[src/rtl/adpll_pgm_regs_if.sv]
// Purpose : pad-side programming bus of the ADPLL parameter register block.
// Macro   : none here (readback is controlled by ADPLL_PGM_READBACK_EN in adpll_pgm_regs.sv).
// Signals : i_program   - program strobe from pad (async to clk)
//           i_clr       - clear command from pad (async, level high)
//           i_param_sel - register index to program / read back
//           i_pgm_value - value to program
//           o_kp, o_ki, o_dco_init, o_div_n, o_tdc_off - parameter registers
//           o_pgm_ack   - one-cycle write-complete pulse
//           o_pgm_err   - sticky error flag
//           o_rb_value  - readback of the selected register
// Modports: master drives the pad inputs, slave is the register block.
interface adpll_pgm_regs_if;
  localparam int unsigned SEL_W = 3;
  localparam int unsigned VAL_W = 5;

  logic             i_program;
  logic             i_clr;
  logic [SEL_W-1:0] i_param_sel;
  logic [VAL_W-1:0] i_pgm_value;
  logic [VAL_W-1:0] o_kp;
  logic [VAL_W-1:0] o_ki;
  logic [VAL_W-1:0] o_dco_init;
  logic [VAL_W-1:0] o_div_n;
  logic [VAL_W-1:0] o_tdc_off;
  logic             o_pgm_ack;
  logic             o_pgm_err;
  logic [VAL_W-1:0] o_rb_value;

  modport master (
    output i_program, i_clr, i_param_sel, i_pgm_value,
    input  o_kp, o_ki, o_dco_init, o_div_n, o_tdc_off, o_pgm_ack, o_pgm_err, o_rb_value
  );

  modport slave (
    input  i_program, i_clr, i_param_sel, i_pgm_value,
    output o_kp, o_ki, o_dco_init, o_div_n, o_tdc_off, o_pgm_ack, o_pgm_err, o_rb_value
  );
endinterface

[src/rtl/adpll_pgm_regs.sv]
// Purpose : ADPLL parameter registers programmed from asynchronous pad strobes.
//           program/clr are double-synchronized; a three-state FSM
//           (IDLE -> WRITE -> WAIT_LOW) performs exactly one write per strobe.
// Macro   : ADPLL_PGM_READBACK_EN - when defined, o_rb_value is a registered
//           readback of the register selected by i_param_sel; otherwise 0.
// Ports   : clk   - 50 MHz sample clock
//           rst_n - asynchronous active-low reset
//           bus   - adpll_pgm_regs_if.slave (pad inputs, register outputs)
module adpll_pgm_regs (
  input logic             clk,
  input logic             rst_n,
  adpll_pgm_regs_if.slave bus
);
  localparam int unsigned SEL_W = 3;
  localparam int unsigned VAL_W = 5;

  localparam logic [VAL_W-1:0] KP_DEF  = VAL_W'(4);
  localparam logic [VAL_W-1:0] KI_DEF  = VAL_W'(1);
  localparam logic [VAL_W-1:0] DCO_DEF = VAL_W'(16);
  localparam logic [VAL_W-1:0] DIV_DEF = VAL_W'(8);
  localparam logic [VAL_W-1:0] TDC_DEF = VAL_W'(0);
  localparam logic [VAL_W-1:0] DIV_MIN = VAL_W'(2);

  typedef enum logic [1:0] {S_IDLE, S_WRITE, S_WAIT_LOW} state_t;

  state_t           r_state;
  state_t           w_state_nxt;
  logic             r_prog_meta, r_prog_s;
  logic             r_clr_meta, r_clr_s;
  logic [SEL_W-1:0] r_sel;
  logic [VAL_W-1:0] r_val;
  logic [VAL_W-1:0] r_kp, r_ki, r_dco_init, r_div_n, r_tdc_off;
  logic             r_pgm_ack, r_pgm_err;
  logic             w_capture, w_commit;

  // Two-flop synchronizers for the pad strobes
  always_ff @(posedge clk or negedge rst_n) begin
    if (!rst_n) begin
      r_prog_meta <= 1'b0;
      r_prog_s    <= 1'b0;
      r_clr_meta  <= 1'b0;
      r_clr_s     <= 1'b0;
    end else begin
      r_prog_meta <= bus.i_program;
      r_prog_s    <= r_prog_meta;
      r_clr_meta  <= bus.i_clr;
      r_clr_s     <= r_clr_meta;
    end
  end

  // FSM state register
  always_ff @(posedge clk or negedge rst_n) begin
    if (!rst_n) r_state <= S_IDLE;
    else        r_state <= w_state_nxt;
  end

  // FSM next state; clear parks the FSM in WAIT_LOW so a held strobe cannot write
  always_comb begin
    w_state_nxt = r_state;
    if (r_clr_s) begin
      w_state_nxt = S_WAIT_LOW;
    end else begin
      unique case (r_state)
        S_IDLE:     if (r_prog_s) w_state_nxt = S_WRITE;
        S_WRITE:    w_state_nxt = S_WAIT_LOW;
        S_WAIT_LOW: if (!r_prog_s) w_state_nxt = S_IDLE;
        default:    w_state_nxt = S_IDLE;
      endcase
    end
  end

  // FSM outputs: capture the request, then commit it (clear discards both)
  always_comb begin
    w_capture = 1'b0;
    w_commit  = 1'b0;
    if (!r_clr_s) begin
      w_capture = (r_state == S_IDLE) && r_prog_s;
      w_commit  = (r_state == S_WRITE);
    end
  end

  // Request capture; pads are guaranteed stable from program rise until ack
  always_ff @(posedge clk or negedge rst_n) begin
    if (!rst_n) begin
      r_sel <= '0;
      r_val <= '0;
    end else if (w_capture) begin
      r_sel <= bus.i_param_sel;
      r_val <= bus.i_pgm_value;
    end
  end

  // Parameter registers, ack pulse and sticky error
  always_ff @(posedge clk or negedge rst_n) begin
    if (!rst_n) begin
      r_kp       <= KP_DEF;
      r_ki       <= KI_DEF;
      r_dco_init <= DCO_DEF;
      r_div_n    <= DIV_DEF;
      r_tdc_off  <= TDC_DEF;
      r_pgm_ack  <= 1'b0;
      r_pgm_err  <= 1'b0;
    end else if (r_clr_s) begin
      r_kp       <= KP_DEF;
      r_ki       <= KI_DEF;
      r_dco_init <= DCO_DEF;
      r_div_n    <= DIV_DEF;
      r_tdc_off  <= TDC_DEF;
      r_pgm_ack  <= 1'b0;
      r_pgm_err  <= 1'b0;
    end else begin
      r_pgm_ack <= w_commit;
      if (w_commit) begin
        case (r_sel)
          SEL_W'(0): r_kp       <= r_val;
          SEL_W'(1): r_ki       <= r_val;
          SEL_W'(2): r_dco_init <= r_val;
          SEL_W'(3): begin
            // Divide ratios below 2 are illegal: clamp and flag
            if (r_val < DIV_MIN) begin
              r_div_n   <= DIV_MIN;
              r_pgm_err <= 1'b1;
            end else begin
              r_div_n   <= r_val;
            end
          end
          SEL_W'(4): r_tdc_off  <= r_val;
          default:   r_pgm_err  <= 1'b1;
        endcase
      end
    end
  end

`ifdef ADPLL_PGM_READBACK_EN
  logic [VAL_W-1:0] r_rb_value;

  // Registered readback, one cycle behind i_param_sel
  always_ff @(posedge clk or negedge rst_n) begin
    if (!rst_n) begin
      r_rb_value <= '0;
    end else begin
      case (bus.i_param_sel)
        SEL_W'(0): r_rb_value <= r_kp;
        SEL_W'(1): r_rb_value <= r_ki;
        SEL_W'(2): r_rb_value <= r_dco_init;
        SEL_W'(3): r_rb_value <= r_div_n;
        SEL_W'(4): r_rb_value <= r_tdc_off;
        default:   r_rb_value <= '0;
      endcase
    end
  end

  assign bus.o_rb_value = r_rb_value;
`else
  assign bus.o_rb_value = '0;
`endif

  assign bus.o_kp       = r_kp;
  assign bus.o_ki       = r_ki;
  assign bus.o_dco_init = r_dco_init;
  assign bus.o_div_n    = r_div_n;
  assign bus.o_tdc_off  = r_tdc_off;
  assign bus.o_pgm_ack  = r_pgm_ack;
  assign bus.o_pgm_err  = r_pgm_err;
endmodule

[src/flat_wrapper.sv]
// flat-port wrapper written by rule: the top's interface ports become plain ports
module adpll_pgm_regs_flat 
  (clk, rst_n, bus_i_program, bus_i_clr, bus_i_param_sel, bus_i_pgm_value, bus_o_kp, bus_o_ki, bus_o_dco_init, bus_o_div_n, bus_o_tdc_off, bus_o_pgm_ack, bus_o_pgm_err, bus_o_rb_value);
  adpll_pgm_regs_if bus_i ();
  input logic clk;
  input logic rst_n;
  input wire logic [$bits(bus_i.i_program)-1:0] bus_i_program;
  input wire logic [$bits(bus_i.i_clr)-1:0] bus_i_clr;
  input wire logic [$bits(bus_i.i_param_sel)-1:0] bus_i_param_sel;
  input wire logic [$bits(bus_i.i_pgm_value)-1:0] bus_i_pgm_value;
  output wire logic [$bits(bus_i.o_kp)-1:0] bus_o_kp;
  output wire logic [$bits(bus_i.o_ki)-1:0] bus_o_ki;
  output wire logic [$bits(bus_i.o_dco_init)-1:0] bus_o_dco_init;
  output wire logic [$bits(bus_i.o_div_n)-1:0] bus_o_div_n;
  output wire logic [$bits(bus_i.o_tdc_off)-1:0] bus_o_tdc_off;
  output wire logic [$bits(bus_i.o_pgm_ack)-1:0] bus_o_pgm_ack;
  output wire logic [$bits(bus_i.o_pgm_err)-1:0] bus_o_pgm_err;
  output wire logic [$bits(bus_i.o_rb_value)-1:0] bus_o_rb_value;
  assign bus_i.i_program = bus_i_program;
  assign bus_i.i_clr = bus_i_clr;
  assign bus_i.i_param_sel = bus_i_param_sel;
  assign bus_i.i_pgm_value = bus_i_pgm_value;
  assign bus_o_kp = bus_i.o_kp;
  assign bus_o_ki = bus_i.o_ki;
  assign bus_o_dco_init = bus_i.o_dco_init;
  assign bus_o_div_n = bus_i.o_div_n;
  assign bus_o_tdc_off = bus_i.o_tdc_off;
  assign bus_o_pgm_ack = bus_i.o_pgm_ack;
  assign bus_o_pgm_err = bus_i.o_pgm_err;
  assign bus_o_rb_value = bus_i.o_rb_value;
  adpll_pgm_regs u_core (.clk(clk), .rst_n(rst_n), .bus(bus_i));
endmodule
[config.mk]
export PLATFORM = sky130hd
export DESIGN_NAME = adpll_pgm_regs_flat
export DESIGN_NICKNAME = d
export VERILOG_FILES = /design/src/rtl/adpll_pgm_regs_if.sv /design/src/rtl/adpll_pgm_regs.sv /design/src/flat_wrapper.sv
export SDC_FILE = /design/constraint.sdc
export NUM_CORES = 1
export LEC_CHECK = 0
export BUFFER_PORTS_ARGS = -buffer_cell sky130_fd_sc_hd__buf_4
export CAP_MARGIN = 20
export CORE_MARGIN = 1
export CORE_UTILIZATION = 50
export CTS_CLUSTER_DIAMETER = 40
export CTS_CLUSTER_SIZE = 30
export DETAILED_ROUTE_END_ITERATION = 8
export GPL_TIMING_DRIVEN = 0
export PLACE_DENSITY = 0.75
export SLEW_MARGIN = 20
export SYNTH_ARGS = -nofsm -noshare
export SYNTH_HDL_FRONTEND = slang
export SYNTH_SLANG_ARGS = --single-unit
[constraint.sdc]
create_clock -name clk -period 3.03 [get_ports clk]
set_input_delay 0.303 -clock clk [delete_from_list [all_inputs] [get_ports clk]]
set_output_delay 0.303 -clock clk [all_outputs]
set_load 0.005 [all_outputs]
==> reports/qor.yml <==
grt_max_degree: 42
remaining_drc_errors: 0
p_clk_share_pct: 25.1
setup_viol: 0
top_usage_layer: "met2"
die_w_microns: 62.2
min_path_type: "in -> reg"
drtIter0Drc: 40
ctsResizeCount: 0
syn_area_sq_um: 1810
yosys.area.top_type_share_pct: 51.2
n_fill_cell: 283
antenna_found_initial: 0
pwr-share-seq_pct: 56.3
min_period_over_period_pct: 55.1
grt_pass1_vias: 1304
tightest_slew_ps: 574
synth_edf_count: 0
finalMaxSlewViolations: 0
maxCapViolCount: 0
numCtsBuffers: 5
wl_microns: 3620
p_int_uw: 802
synth.distinct_cells: 34
power.density_nw_per_um2: 501
clockBufferDepth: 2
p_switching_uw: 318
gp_congestion: 0.838
synth_ff_type: "dfrtp_1"
use_met3_pct: 6.07
core_sq_um: 3390
rows: 21
synth-seq-cells: 41
htreeDepth: 2
clk_pin_slew_ps: 110
final_cells: 249
grt_use_met1_pct: 26.0
grt_use_total_pct: 21.6
power_frac_comb_pct: 18.6
clock-sinks: 41
path_class: "reg -> reg"
io_buffers: 38
grt_use_met2_pct: 37.0
dieArea_sq_um: 3860
cts_tree: "yes"
clock_latency_ps: 340
critical_path.startpoint_type: "flip-flop"
grt-ovfl-total: 0
status: "complete, no violations"
yosys.area.top_type: "dfrtp_1"
rsz0062_at_grt: "false"
drive_gt1_share_pct: 34.5
synth_top_cells_by_area: "dfrtp_1, mux2i_1, nand2b_1"
synth_cells: 152
synthTopCellsByCount: "dfrtp_1, mux2i_1, nand2b_1"
layout_setup_ws_ps: 1360
pin_count: 44
fin_worst_skew_ps: 3.43
numPlacedInstances: 240
slew_headroom_pct: 61.4
pre_cts_ws_ps: 1400
totalNegativeSetupSlack_ps: 0
dr.pass1.iters: 4
n_antenna_cell: 0
ys_async_sr_fraction_pct: 100
place_hpwl_microns: 2650
seq_area_frac_synth_pct: 57.0
die_height_microns: 62.2
initial_utilization_pct: 53.4
areaGrowthSynthToFinish_pct: 23.6
via_count: 1290
leakagePower_uw: 0.00112
finalHoldViolCount: 0
fmax_ghz: 0.599
via_per_inst: 5.18
period_needed_ps: 1670
antenna_left: 0
grt_pass1_wl_microns: 6340
crit_fanout: 10
cp.required_ps: 3240
cp-end-kind: "flip-flop"
worst_ep_arrival_time_ps: 1880
synthMostInstantiatedCell: "dfrtp_1"
peakVddDrop_mv: 0.357
synth_area_per_cell_sq_um: 11.9
fin_total_pwr_uw: 1120
power_switching_share_pct: 28.4
finalNetCount: 214
cts-root-buf: "clkbuf_4"
yosysWarnings: 0
wl_per_cell_microns: 14.6
## worst paths after layout
path / start / endpoint / slack, ps / cells past startpoint
worst max-delay path: u_core.r_clr_s / u_core.bus.o_kp[1] / 1360 / 4
worst max register to register: u_core.r_clr_s / u_core.bus.o_kp[1] / 1360 / 4
min in group asynchronous: rst_n / u_core.bus.o_dco_init[0] / 460 / 2
worst min register to register: u_core.r_prog_meta / u_core.r_prog_s / 370 / 0
max in group asynchronous: rst_n / u_core.bus.o_ki[0] / 2200 / 2
worst min-delay path: bus_i_program / u_core.r_prog_meta / 50 / 1
## cells by family after synthesis
group	after synthesis	share of synthesized area [%]
AND/OR/NAND/NOR	52	16.7
flip-flops	41	57.0
multiplexers	27	15.5
buffers and inverters	16	4.70
AO/OA/AOI/OAI	15	5.95
other	1	0.207
## worst max-delay path: stages (launching register included)
cell	delay, ps
dfrtp_1	520
clkbuf_1	340
clkinv_1	320
nand2_1	250
mux2i_1	110
## layout by cell type (no fill, tap or decap)
cell type / instances
nand2_1: 9
nand2b_1: 17
nand3b_1: 2
clkbuf_4: 5
nor3_1: 3
clkinv_1: 1
nand4_1: 1
or3_1: 1
dlygate4sd3_1: 1
mux2i_1: 19
buf_4: 43
dfrtp_1: 37
dfstp_2: 4
o21a_1: 1
o211ai_2: 1
nor4_1: 5
o211ai_1: 1
o21ai_0: 1
inv_1: 2
nor4_2: 1
o22ai_1: 1
nor4b_4: 1
buf_2: 5
o211a_1: 1
clkbuf_8: 1
o21bai_1: 1
mux2_1: 1
a21oi_1: 2
nor2b_1: 2
conb_1: 5
a31o_2: 2
mux2_2: 7
a31oi_1: 3
o21ai_1: 1
nor2_1: 9
clkbuf_1: 5
nand3_1: 1
## state kept, by name, indices dropped and copies added, names as in the netlist
| signal | count |
|---|---|
| u_core.bus.o_pgm_err | 1 |
| u_core.bus.o_pgm_ack | 1 |
| u_core.bus.o_kp | 5 |
| u_core.r_prog_meta | 1 |
| u_core.bus.o_tdc_off | 5 |
| u_core.r_sel | 3 |
| u_core.r_val | 5 |
| u_core.bus.o_dco_init | 5 |
| u_core.bus.o_ki | 5 |
| u_core.r_prog_s | 1 |
| u_core.bus.o_div_n | 5 |
| u_core.r_state | 2 |
| u_core.r_clr_s | 1 |
| u_core.r_clr_meta | 1 |
## per-layer routing
| layer | vias to the layer above | part of all wire (%) | wire [microns] |
|---|---|---|---|
| li1 | 617 | - | - |
| met1 | 629 | 44 | 1580 |
| met2 | 40 | 50 | 1800 |
| met3 | 4 | 5.0 | 182 |
| met4 | 0 | 1.6 | 57 |
| met5 | - | 0 | 0 |
## area by class of cell
type                            count  area (sq um)  share of cell area, %
Multi-Input combinational cell     99           708                   31.7
Buffer                             13          73.8                   3.30
Tap cell                           46          57.6                   2.57
Sequential cell                    41          1030                   46.1
Timing Repair Buffer               39           295                   13.2
Clock buffer                        8          58.8                   2.63
Inverter                            3          11.3                  0.504
## through the flow
stage / hold WS (ps) / instance area (sq um) / util (%)
after floorplan: 7.41 / 1820 / -
after global placement: 296 / 2170 / 63.9
after detailed placement: 309 / 2170 / 63.9
after CTS: 39.9 / 2240 / 66.0
after global routing: 29.8 / 2240 / 66.0
final: 53.5 / 2240 / 66.0
## power groups by stage
stage          logic (uW)  clock network [uW]  registers, uW
2_1_floorplan         137                   0            630
3_3_place_gp          201                   0            639
3_5_place_dp          208                   0            641
4_1_cts               209                 288            631
5_1_grt               233                 306            639
6_report              208                 281            631
## timing repair
item	CTS	global route
buffers inserted	0	0
hold buffers	1	0
hold endpoints to repair	37	0
Note: power is estimated with default switching activity, not from simulation.
